### src/rtl/instruction_loader_if.sv
// Loader-side bus: control strobes and UART byte stream in, instruction-memory write port and status out.
interface instruction_loader_if #(
  parameter int NB_DATA = 32,
  parameter int NB_BYTE = 8,
  parameter int NB_ADDR = 8
);
  logic               i_start;
  logic [NB_BYTE-1:0] i_rx_data;
  logic               i_rx_valid;
  logic               o_inst_wr_en;
  logic [NB_ADDR-1:0] o_inst_addr;
  logic [NB_DATA-1:0] o_inst_data;
  logic               o_busy;
  logic               o_done;
  logic               o_overflow;
  logic [NB_ADDR:0]   o_word_count;

  // Side that drives the loader (UART receiver / control)
  modport master (
    output i_start, i_rx_data, i_rx_valid,
    input  o_inst_wr_en, o_inst_addr, o_inst_data, o_busy, o_done, o_overflow, o_word_count
  );

  // The loader itself
  modport slave (
    input  i_start, i_rx_data, i_rx_valid,
    output o_inst_wr_en, o_inst_addr, o_inst_data, o_busy, o_done, o_overflow, o_word_count
  );
endinterface

### src/rtl/instruction_loader.sv
// Assembles received bytes (MSB first) into instruction words and writes them to
// consecutive instruction-memory addresses until a HALT word is written.
//
// state   | meaning
// --------+----------------------------------------------------------
// IDLE    | after reset, waiting for i_start
// RECV    | collecting bytes of the current word
// WRITE   | one-cycle write of the assembled word
// DONE    | HALT word written, waiting for i_start
// ERROR   | memory filled without HALT, waiting for i_start
module instruction_loader #(
  parameter int                   NB_DATA     = 32,
  parameter int                   NB_BYTE     = 8,
  parameter int                   NB_ADDR     = 8,
  parameter int                   NB_OPCODE   = 6,
  parameter logic [NB_OPCODE-1:0] HALT_OPCODE = 6'h3f
) (
  input  logic i_clock,
  input  logic i_reset,
  instruction_loader_if.slave bus
);

  typedef enum logic [2:0] {
    S_IDLE,
    S_RECV,
    S_WRITE,
    S_DONE,
    S_ERROR
  } state_t;

  localparam logic [NB_ADDR-1:0] ADDR_ONE = 1;
  localparam logic [NB_ADDR:0]   WC_ONE   = 1;

  state_t             state_q, state_d;
  logic [NB_ADDR-1:0] addr_q, addr_d;
  logic [1:0]         cnt_q, cnt_d;
  logic [NB_ADDR:0]   wcount_q, wcount_d;
  logic [NB_DATA-1:0] data_q, data_d;

  logic               is_halt;
  logic               addr_last;
  logic [NB_DATA-1:0] data_shift;

  assign is_halt    = (data_q[NB_DATA-1 -: NB_OPCODE] == HALT_OPCODE);
  assign addr_last  = &addr_q;
  assign data_shift = {data_q[NB_DATA-NB_BYTE-1:0], bus.i_rx_data};

  // State and datapath registers
  always_ff @(posedge i_clock or negedge i_reset) begin
    if (!i_reset) begin
      state_q  <= S_IDLE;
      addr_q   <= '0;
      cnt_q    <= '0;
      wcount_q <= '0;
      data_q   <= '0;
    end else begin
      state_q  <= state_d;
      addr_q   <= addr_d;
      cnt_q    <= cnt_d;
      wcount_q <= wcount_d;
      data_q   <= data_d;
    end
  end

  // Next-state and datapath update; i_start always wins over a byte in the same cycle
  always_comb begin
    state_d  = state_q;
    addr_d   = addr_q;
    cnt_d    = cnt_q;
    wcount_d = wcount_q;
    data_d   = data_q;

    case (state_q)
      S_IDLE, S_DONE, S_ERROR: begin
        if (bus.i_start) begin
          state_d  = S_RECV;
          addr_d   = '0;
          cnt_d    = '0;
          wcount_d = '0;
        end
      end

      S_RECV: begin
        if (bus.i_start) begin
          addr_d   = '0;
          cnt_d    = '0;
          wcount_d = '0;
        end else if (bus.i_rx_valid) begin
          data_d = data_shift;
          cnt_d  = cnt_q + 2'd1;
          if (cnt_q == 2'd3) begin
            state_d = S_WRITE;
          end
        end
      end

      S_WRITE: begin
        if (bus.i_start) begin
          // The write of this cycle still happens; only the bookkeeping restarts
          state_d  = S_RECV;
          addr_d   = '0;
          cnt_d    = '0;
          wcount_d = '0;
        end else begin
          addr_d   = addr_q + ADDR_ONE;
          wcount_d = wcount_q + WC_ONE;
          if (is_halt) begin
            state_d = S_DONE;
          end else if (addr_last) begin
            state_d = S_ERROR;
          end else begin
            state_d = S_RECV;
            if (bus.i_rx_valid) begin
              // First byte of the next word arriving back-to-back
              data_d = data_shift;
              cnt_d  = 2'd1;
            end
          end
        end
      end

      default: begin
        state_d = S_IDLE;
      end
    endcase
  end

  assign bus.o_inst_wr_en = (state_q == S_WRITE);
  assign bus.o_inst_addr  = addr_q;
  assign bus.o_inst_data  = data_q;
  assign bus.o_busy       = (state_q == S_RECV) || (state_q == S_WRITE);
  assign bus.o_done       = (state_q == S_DONE);
  assign bus.o_overflow   = (state_q == S_ERROR);
  assign bus.o_word_count = wcount_q;

endmodule
### src/flat_wrapper.sv
// flat-port wrapper written by rule: the top's interface ports become plain ports
module instruction_loader_flat 
#(
  parameter int                   NB_DATA     = 32,
  parameter int                   NB_BYTE     = 8,
  parameter int                   NB_ADDR     = 8,
  parameter int                   NB_OPCODE   = 6,
  parameter logic [NB_OPCODE-1:0] HALT_OPCODE = 6'h3f
)
  (i_clock, i_reset, bus_i_start, bus_i_rx_data, bus_i_rx_valid, bus_o_inst_wr_en, bus_o_inst_addr, bus_o_inst_data, bus_o_busy, bus_o_done, bus_o_overflow, bus_o_word_count);
  instruction_loader_if #(.NB_DATA(NB_DATA), .NB_BYTE(NB_BYTE), .NB_ADDR(NB_ADDR)) bus_i ();
  input  logic i_clock;
  input  logic i_reset;
  input wire logic [$bits(bus_i.i_start)-1:0] bus_i_start;
  input wire logic [$bits(bus_i.i_rx_data)-1:0] bus_i_rx_data;
  input wire logic [$bits(bus_i.i_rx_valid)-1:0] bus_i_rx_valid;
  output wire logic [$bits(bus_i.o_inst_wr_en)-1:0] bus_o_inst_wr_en;
  output wire logic [$bits(bus_i.o_inst_addr)-1:0] bus_o_inst_addr;
  output wire logic [$bits(bus_i.o_inst_data)-1:0] bus_o_inst_data;
  output wire logic [$bits(bus_i.o_busy)-1:0] bus_o_busy;
  output wire logic [$bits(bus_i.o_done)-1:0] bus_o_done;
  output wire logic [$bits(bus_i.o_overflow)-1:0] bus_o_overflow;
  output wire logic [$bits(bus_i.o_word_count)-1:0] bus_o_word_count;
  assign bus_i.i_start = bus_i_start;
  assign bus_i.i_rx_data = bus_i_rx_data;
  assign bus_i.i_rx_valid = bus_i_rx_valid;
  assign bus_o_inst_wr_en = bus_i.o_inst_wr_en;
  assign bus_o_inst_addr = bus_i.o_inst_addr;
  assign bus_o_inst_data = bus_i.o_inst_data;
  assign bus_o_busy = bus_i.o_busy;
  assign bus_o_done = bus_i.o_done;
  assign bus_o_overflow = bus_i.o_overflow;
  assign bus_o_word_count = bus_i.o_word_count;
  instruction_loader #(.NB_DATA(NB_DATA), .NB_BYTE(NB_BYTE), .NB_ADDR(NB_ADDR), .NB_OPCODE(NB_OPCODE), .HALT_OPCODE(HALT_OPCODE)) u_core (.i_clock(i_clock), .i_reset(i_reset), .bus(bus_i));
endmodule
### config.mk
export PLATFORM = sky130hd
export DESIGN_NAME = instruction_loader_flat
export DESIGN_NICKNAME = d
export VERILOG_FILES = /design/src/rtl/instruction_loader_if.sv /design/src/rtl/instruction_loader.sv /design/src/flat_wrapper.sv
export SDC_FILE = /design/constraint.sdc
export NUM_CORES = 1
export LEC_CHECK = 0
export BUFFER_PORTS_ARGS = -buffer_cell sky130_fd_sc_hd__buf_2
export CORE_MARGIN = 4
export CORE_UTILIZATION = 45
export DETAILED_ROUTE_END_ITERATION = 10
export GPL_TIMING_DRIVEN = 0
export PLACE_DENSITY = 0.69
export SETUP_SLACK_MARGIN = 0.1
export SYNTH_ARGS = -nofsm -noshare
export SYNTH_HDL_FRONTEND = slang
export SYNTH_SLANG_ARGS = --single-unit
### constraint.sdc
create_clock -name i_clock -period 2 [get_ports i_clock]
set_input_delay 0 -clock i_clock [delete_from_list [all_inputs] [get_ports i_clock]]
set_output_delay 0 -clock i_clock [all_outputs]
set_load 0.005 [all_outputs]
After elaboration in Yosys (flattened, before gate mapping)
Cells that the tools add are included.
{"block": "op_classes", "add_sub_neg": 3, "eq_ne": 18, "muxes": 28, "reduce_logical": 12}
{"operator": "$mux W32", "count": 5}
{"operator": "$pmux W32 S2", "count": 1}
{"operator": "$mux W3", "count": 7}
{"operator": "$mux W9", "count": 2}
{"operator": "$pmux W9 S2", "count": 1}
{"operator": "$mux W8", "count": 2}
{"operator": "$pmux W8 S2", "count": 1}
{"operator": "$mux W2", "count": 7}
{"operator": "$ne A2 B2 Y1 const B", "count": 6}
{"operator": "$ne A3 B3 Y1 const B", "count": 4}
{"operator": "$add A9 B1 Y9 const B", "count": 1}
{"operator": "$pmux W3 S3", "count": 1}
{"operator": "$add A8 B1 Y8 const B", "count": 1}
{"operator": "$reduce_and A8 Y1", "count": 1}
{"operator": "$eq A3 B2 Y1 const B", "count": 2}
{"operator": "$eq A6 B6 Y1 const B", "count": 1}
{"operator": "$pmux W2 S3", "count": 1}
{"operator": "$reduce_and A6 Y1", "count": 1}
{"operator": "$reduce_and A5 Y1", "count": 1}
{"operator": "$ne A2 B1 Y1 const B", "count": 2}
{"operator": "$reduce_and A4 Y1", "count": 1}
{"operator": "$reduce_bool A2 Y1", "count": 2}
{"operator": "$reduce_or A4 Y1", "count": 1}
{"operator": "$eq A3 B1 Y1 const B", "count": 1}
{"operator": "8 further kinds", "count": 8}
{"block": "totals", "reg_bits": 54, "inputBits": 12, "output_inout_bits": 53, "word_cells": 66}

Logic depth before layout (Yosys ltp)
{"block": "depth", "depth_word": 5, "ltp_mapped": 8, "ltp_nobuf": 5}

Least setup slack after synthesis
OpenSTA, ideal clock, no wires.
{"block": "synth_path", "path_kind": "reg2reg", "start": "reg u_core.addr_q[0], in the netlist u_core.bus.o_inst_addr[0]", "end": "reg u_core.data_q[7], in the netlist u_core.bus.o_inst_data[7]", "setup_time_ns": 0.151, "arrival_time_ns": 1.771, "t_required_ns": 1.849, "setup_slack_ns": 0.078, "path_stages_with_launch": 9, "n_path_buf": 3, "synth_period_minus_slack_ns": 1.922, "cell_sequence": "dfrtp_1 -> ha_1 -> and3_1 -> clkbuf_1 -> and2_1 -> buf_2 -> buf_2 -> a221oi_1 -> o311ai_0"}
{"block": "synth_via", "elab_chain_len": 3}
{"element": "start: declaration", "line_no": "instruction_loader.sv:35", "text": "logic [NB_ADDR-1:0] addr_q, addr_d;"}
{"element": "start signal: assignment", "line_no": "instruction_loader.sv:58", "text": "addr_q <= addr_d;"}
{"element": "$reduce_and A8 Y1", "line_no": "instruction_loader.sv:45", "text": "assign addr_last = &addr_q;"}
{"element": "$ne A2 B2 Y1 (no source line)"}
{"element": "$reduce_and A5 Y1 (no source line)"}
{"element": "end signal: assignment", "line_no": "instruction_loader.sv:61", "text": "data_q <= data_d;"}
{"element": "end: declaration", "line_no": "instruction_loader.sv:38", "text": "logic [NB_DATA-1:0] data_q, data_d;"}
Every way passes these cells.
A chain may end at the register's enable or synchronous reset.

Worst setup path in the final report
{"block": "layout_path", "start": "reg u_core.addr_q[0], in the netlist u_core.bus.o_inst_addr[0]", "end": "reg u_core.data_q[8], in the netlist u_core.bus.o_inst_data[8]"}
Same word-level chain as after synthesis.

==> impl_results.md <==
* PwrDens at 694.9 nW/um^2
* Skew final at 0.01112 ns
* Relative slew slack at 0.5258
* Layout fillers at 680
* Hold Path Sink: u_core.bus.o_inst_data[3]
* CTS tree: yes
* Dpl hpwl at 7329 um
* RSZ-0062 raised after global routing: yes
* Endpoints failing setup at 0
* Placer congestion estimate at 0.8762
* Syn Area/Cell at 8.660 sq um
* Critical Path AT at 2.06 ns
* Clock Sinks at 54
* Worst path cell trace: ha_2 -> and3_4 -> and2_4 -> buf_6 -> buf_4 -> a221oi_1 -> o311ai_1
* Worst EP required at approximately 2.2 ns
* Layout area overhead at 22.23%
* YS warnings at 0
* Initial core utilization at 0.4734
* Clock root buffer: clkbuf_8
* Final WS setup at 0.1173 ns
* Min-Delay Path Depth at 3
* Worst reg2reg path startpoint: u_core.bus.o_inst_addr[0]
* Chip width at 96.28 um
* Vias per cell at 6.229
* Slew @ Worst Pin at 0.7112 ns
* P_leak at 1.910 nW
* Layout Cells excl Fill at slightly below 600
* Port Buffers at 63
* Async SR Flop Fraction at 1.000
* Largest net degree at the start of global routing at 55
* Slowest stage cell, crit path: dfrtp_1
* Initial antenna violation count at 0
* Routed wire length at approximately 11000 um
* Sequential share of the synthesized area at 0.3853
* Worst Path Buf+Inv at 2
* Max Clock Freq at 531.2 MHz
* Final nets at approximately 500
* Clock transition at the registers of the reported paths at 0.10 ns
* H-Tree Level Count at 2
* Placed cell areas at 3946 sq um
* Syn nets at 420
* Outcome: complete, no violations
* Post-synth top flop: dfrtp_1
* R2R depth at 7
* DRT iter0 DRCs at approximately 260
* Dpl ws at -0.1914 ns
* Number of antenna diodes at 0
* Yosys cell types at 42
* Maxcap violations at 0
* Vias at 3625
* Worst-path maximum fanout at 10
* RR Endpoint: u_core.bus.o_inst_data[8]
* Std cell rows at 31
* 1st-pass router iterations at 4
* Final Max Tran Viols at 0
* Core ar. at 7408 sq um
* Design Area, Final at 4287 sq um
* IO Count at 65
* Mapped Cells at 405
* Dominant cell type by area after synthesis: dfrtp_1
* Max incr delay on CP at 0.43 ns
* CP startpoint kind: flip-flop
* Top cell type's share of synthesized area at 0.3853
* Clock buffer depth at 2
* Die Y at 96.28 um
* Placed cells at 567
* Worst-Skew Late Latency at slightly above 0.3 ns
* Crit Path Category: reg2reg
* #FFs+latches synth at between 50 and 60
* Largest cells by area after synthesis: dfrtp_1 (39%), a221oi_1 (8.0%), nand2_1 (7.8%), o311ai_0 (7.2%), and3_1 (6.2%)
* EDFF count, synth at 0
* Clock period minus worst slack at 1.883 ns
* CP top delay family: compound AO/OA/AOI/OAI gates
* Layout cells sized above 1 at 0.2588
* Vias in the first global route at 3452
* CP Capture Type: flip-flop
* Hold path startpoint: bus_i_rx_data[3]
* GRT overflow at 0
* Worst vdd ir at 358.5 uV
* Die area at ~9300 sq um
* First-pass GRT wire length at 17270 um
* Final Hold Slack at 0.004695 ns
* Total CTS buffers at 5
* DRC Markers at 0
* Cell Area, Synth at between 3000 and 4000 sq um
* Antenna violation net count after detailed routing at 0
* Final hold vios at 0
* Total GRT Usage at 0.2353
* Fin crit share at 0.9413
* Routed wire per std cell at approximately 18 um
* Register-to-register setup slack at between 0.1 and 0.15 ns
* HP Class: in2reg
-- stage by stage --
step	utilization	setup TNS, ns	total power [W]
after global placement	0.5327	-2.988	0.002232
after global routing	0.5786	0	0.003139
after CTS	0.5612	0	0.002925
final	0.5786	0	0.002979
after detailed placement	0.5327	-4.088	0.002257
after floorplan	-	0	0.001885
-- power breakdown --
part / switching (W) / internal [W]
logic: 0.000350 / 0.000449
registers: 0.000255 / 0.00127
clock network: 0.000372 / 0.000281
-- what timing repair did --
item / in CTS / in global routing
resized for setup: 18 / 45
endpoints found under the setup margin: 36 / 50
cloned: 0 / 0
hold buffers: 7 / 1
pin swaps: 4 / 10
setup buffers: 0 / 0
hold endpoints to repair: 20 / 1
-- flip-flops by register name, summed over array words and instances (netlist names) --
| register | count |
|---|---|
| u_core.bus.o_word_count | 9 |
| u_core.cnt_q | 2 |
| u_core.bus.o_inst_data | 32 |
| u_core.bus.o_inst_addr | 8 |
| u_core.state_q | 3 |
-- layout make-up --
type,instances,area (sq um),area share
Inverter,4,15.01,0.003503
Multi-Input combinational cell,305,2068,0.4825
Timing Repair Buffer,71,397.9,0.09282
Tap cell,99,123.9,0.02890
Clock inverter,1,5.005,0.001168
Sequential cell,54,1351,0.3152
Buffer,41,239.0,0.05575
Clock buffer,7,86.33,0.02014
-- metal layers --
layer,global-route usage,up-vias,wire (um)
li1,-,1670,-
met1,0.3288,1795,4754
met2,0.3824,144,5060
met3,0.02893,16,690
met4,0.06517,0,159
met5,0,-,0
-- worst reg2reg max path: cells and delay by family, from the launching register on --
kind	cells	cell delay, ns
and+or+nand+nor	2	0.36
buffers and inverters	2	0.32
DFF	1	0.43
adders and majority gates	1	0.20
AOI/OAI and AO/OA	2	0.43
-- worst max path at each step --
| stage | from | slack (ns) | cells past startpoint | to |
|---|---|---|---|---|
| 2_1_floorplan | u_core.bus.o_inst_addr[0] | 0.1 | 8 | u_core.bus.o_inst_data[10] |
| 3_3_place_gp | u_core.bus.o_inst_addr[0] | -0.12 | 8 | u_core.bus.o_inst_data[15] |
| 3_5_place_dp | u_core.bus.o_inst_addr[0] | -0.19 | 8 | u_core.bus.o_inst_data[19] |
| 4_1_cts | u_core.state_q[0] | 0.09 | 6 | u_core.bus.o_word_count[6] |
| 5_1_grt | u_core.bus.o_inst_addr[0] | 0.04 | 7 | u_core.bus.o_inst_data[9] |
| 6_report | u_core.bus.o_inst_addr[0] | 0.12 | 7 | u_core.bus.o_inst_data[8] |
-- kinds of logic (layout without fill, tap and decap cells) --
family	Yosys count	after routing	synth area share
simple gates	188	188	0.2865
compound gates	107	107	0.2358
mux	7	7	0.01998
fa+ha+maj	3	3	0.01070
buf+inv	46	124	0.06172
flops	54	54	0.3853
-- Yosys cell counts, types with 6 or more instances --
master / instances
a21oi_1: 12
a221oi_1: 32
a31oi_1: 6
and2b_1: 8
and3_1: 35
buf_2: 8
clkbuf_1: 29
dfrtp_1: 54
mux2i_1: 7
nand2_1: 73
nand3_1: 6
nand4_1: 7
nor2_1: 12
nor2b_1: 28
o21ai_0: 10
o311ai_0: 29
-- placed cells by master, fill, tap and decap left out, types with 4 or more instances in the layout --
cell type,instances
nand2_1,73
buf_2,70
dfrtp_1,54
and3_1,34
o311ai_1,29
nor2b_1,27
a221oi_1,18
a221oi_2,14
clkbuf_1,13
clkbuf_2,12
nor2_1,12
a21oi_1,12
o21ai_0,10
and2b_1,8
dlygate4sd3_1,8
buf_6,7
nand4_1,7
mux2i_1,7
nand3_1,6
a31oi_1,6
clkbuf_8,6
inv_1,4
Note: power is estimated with default switching activity, not from simulation.
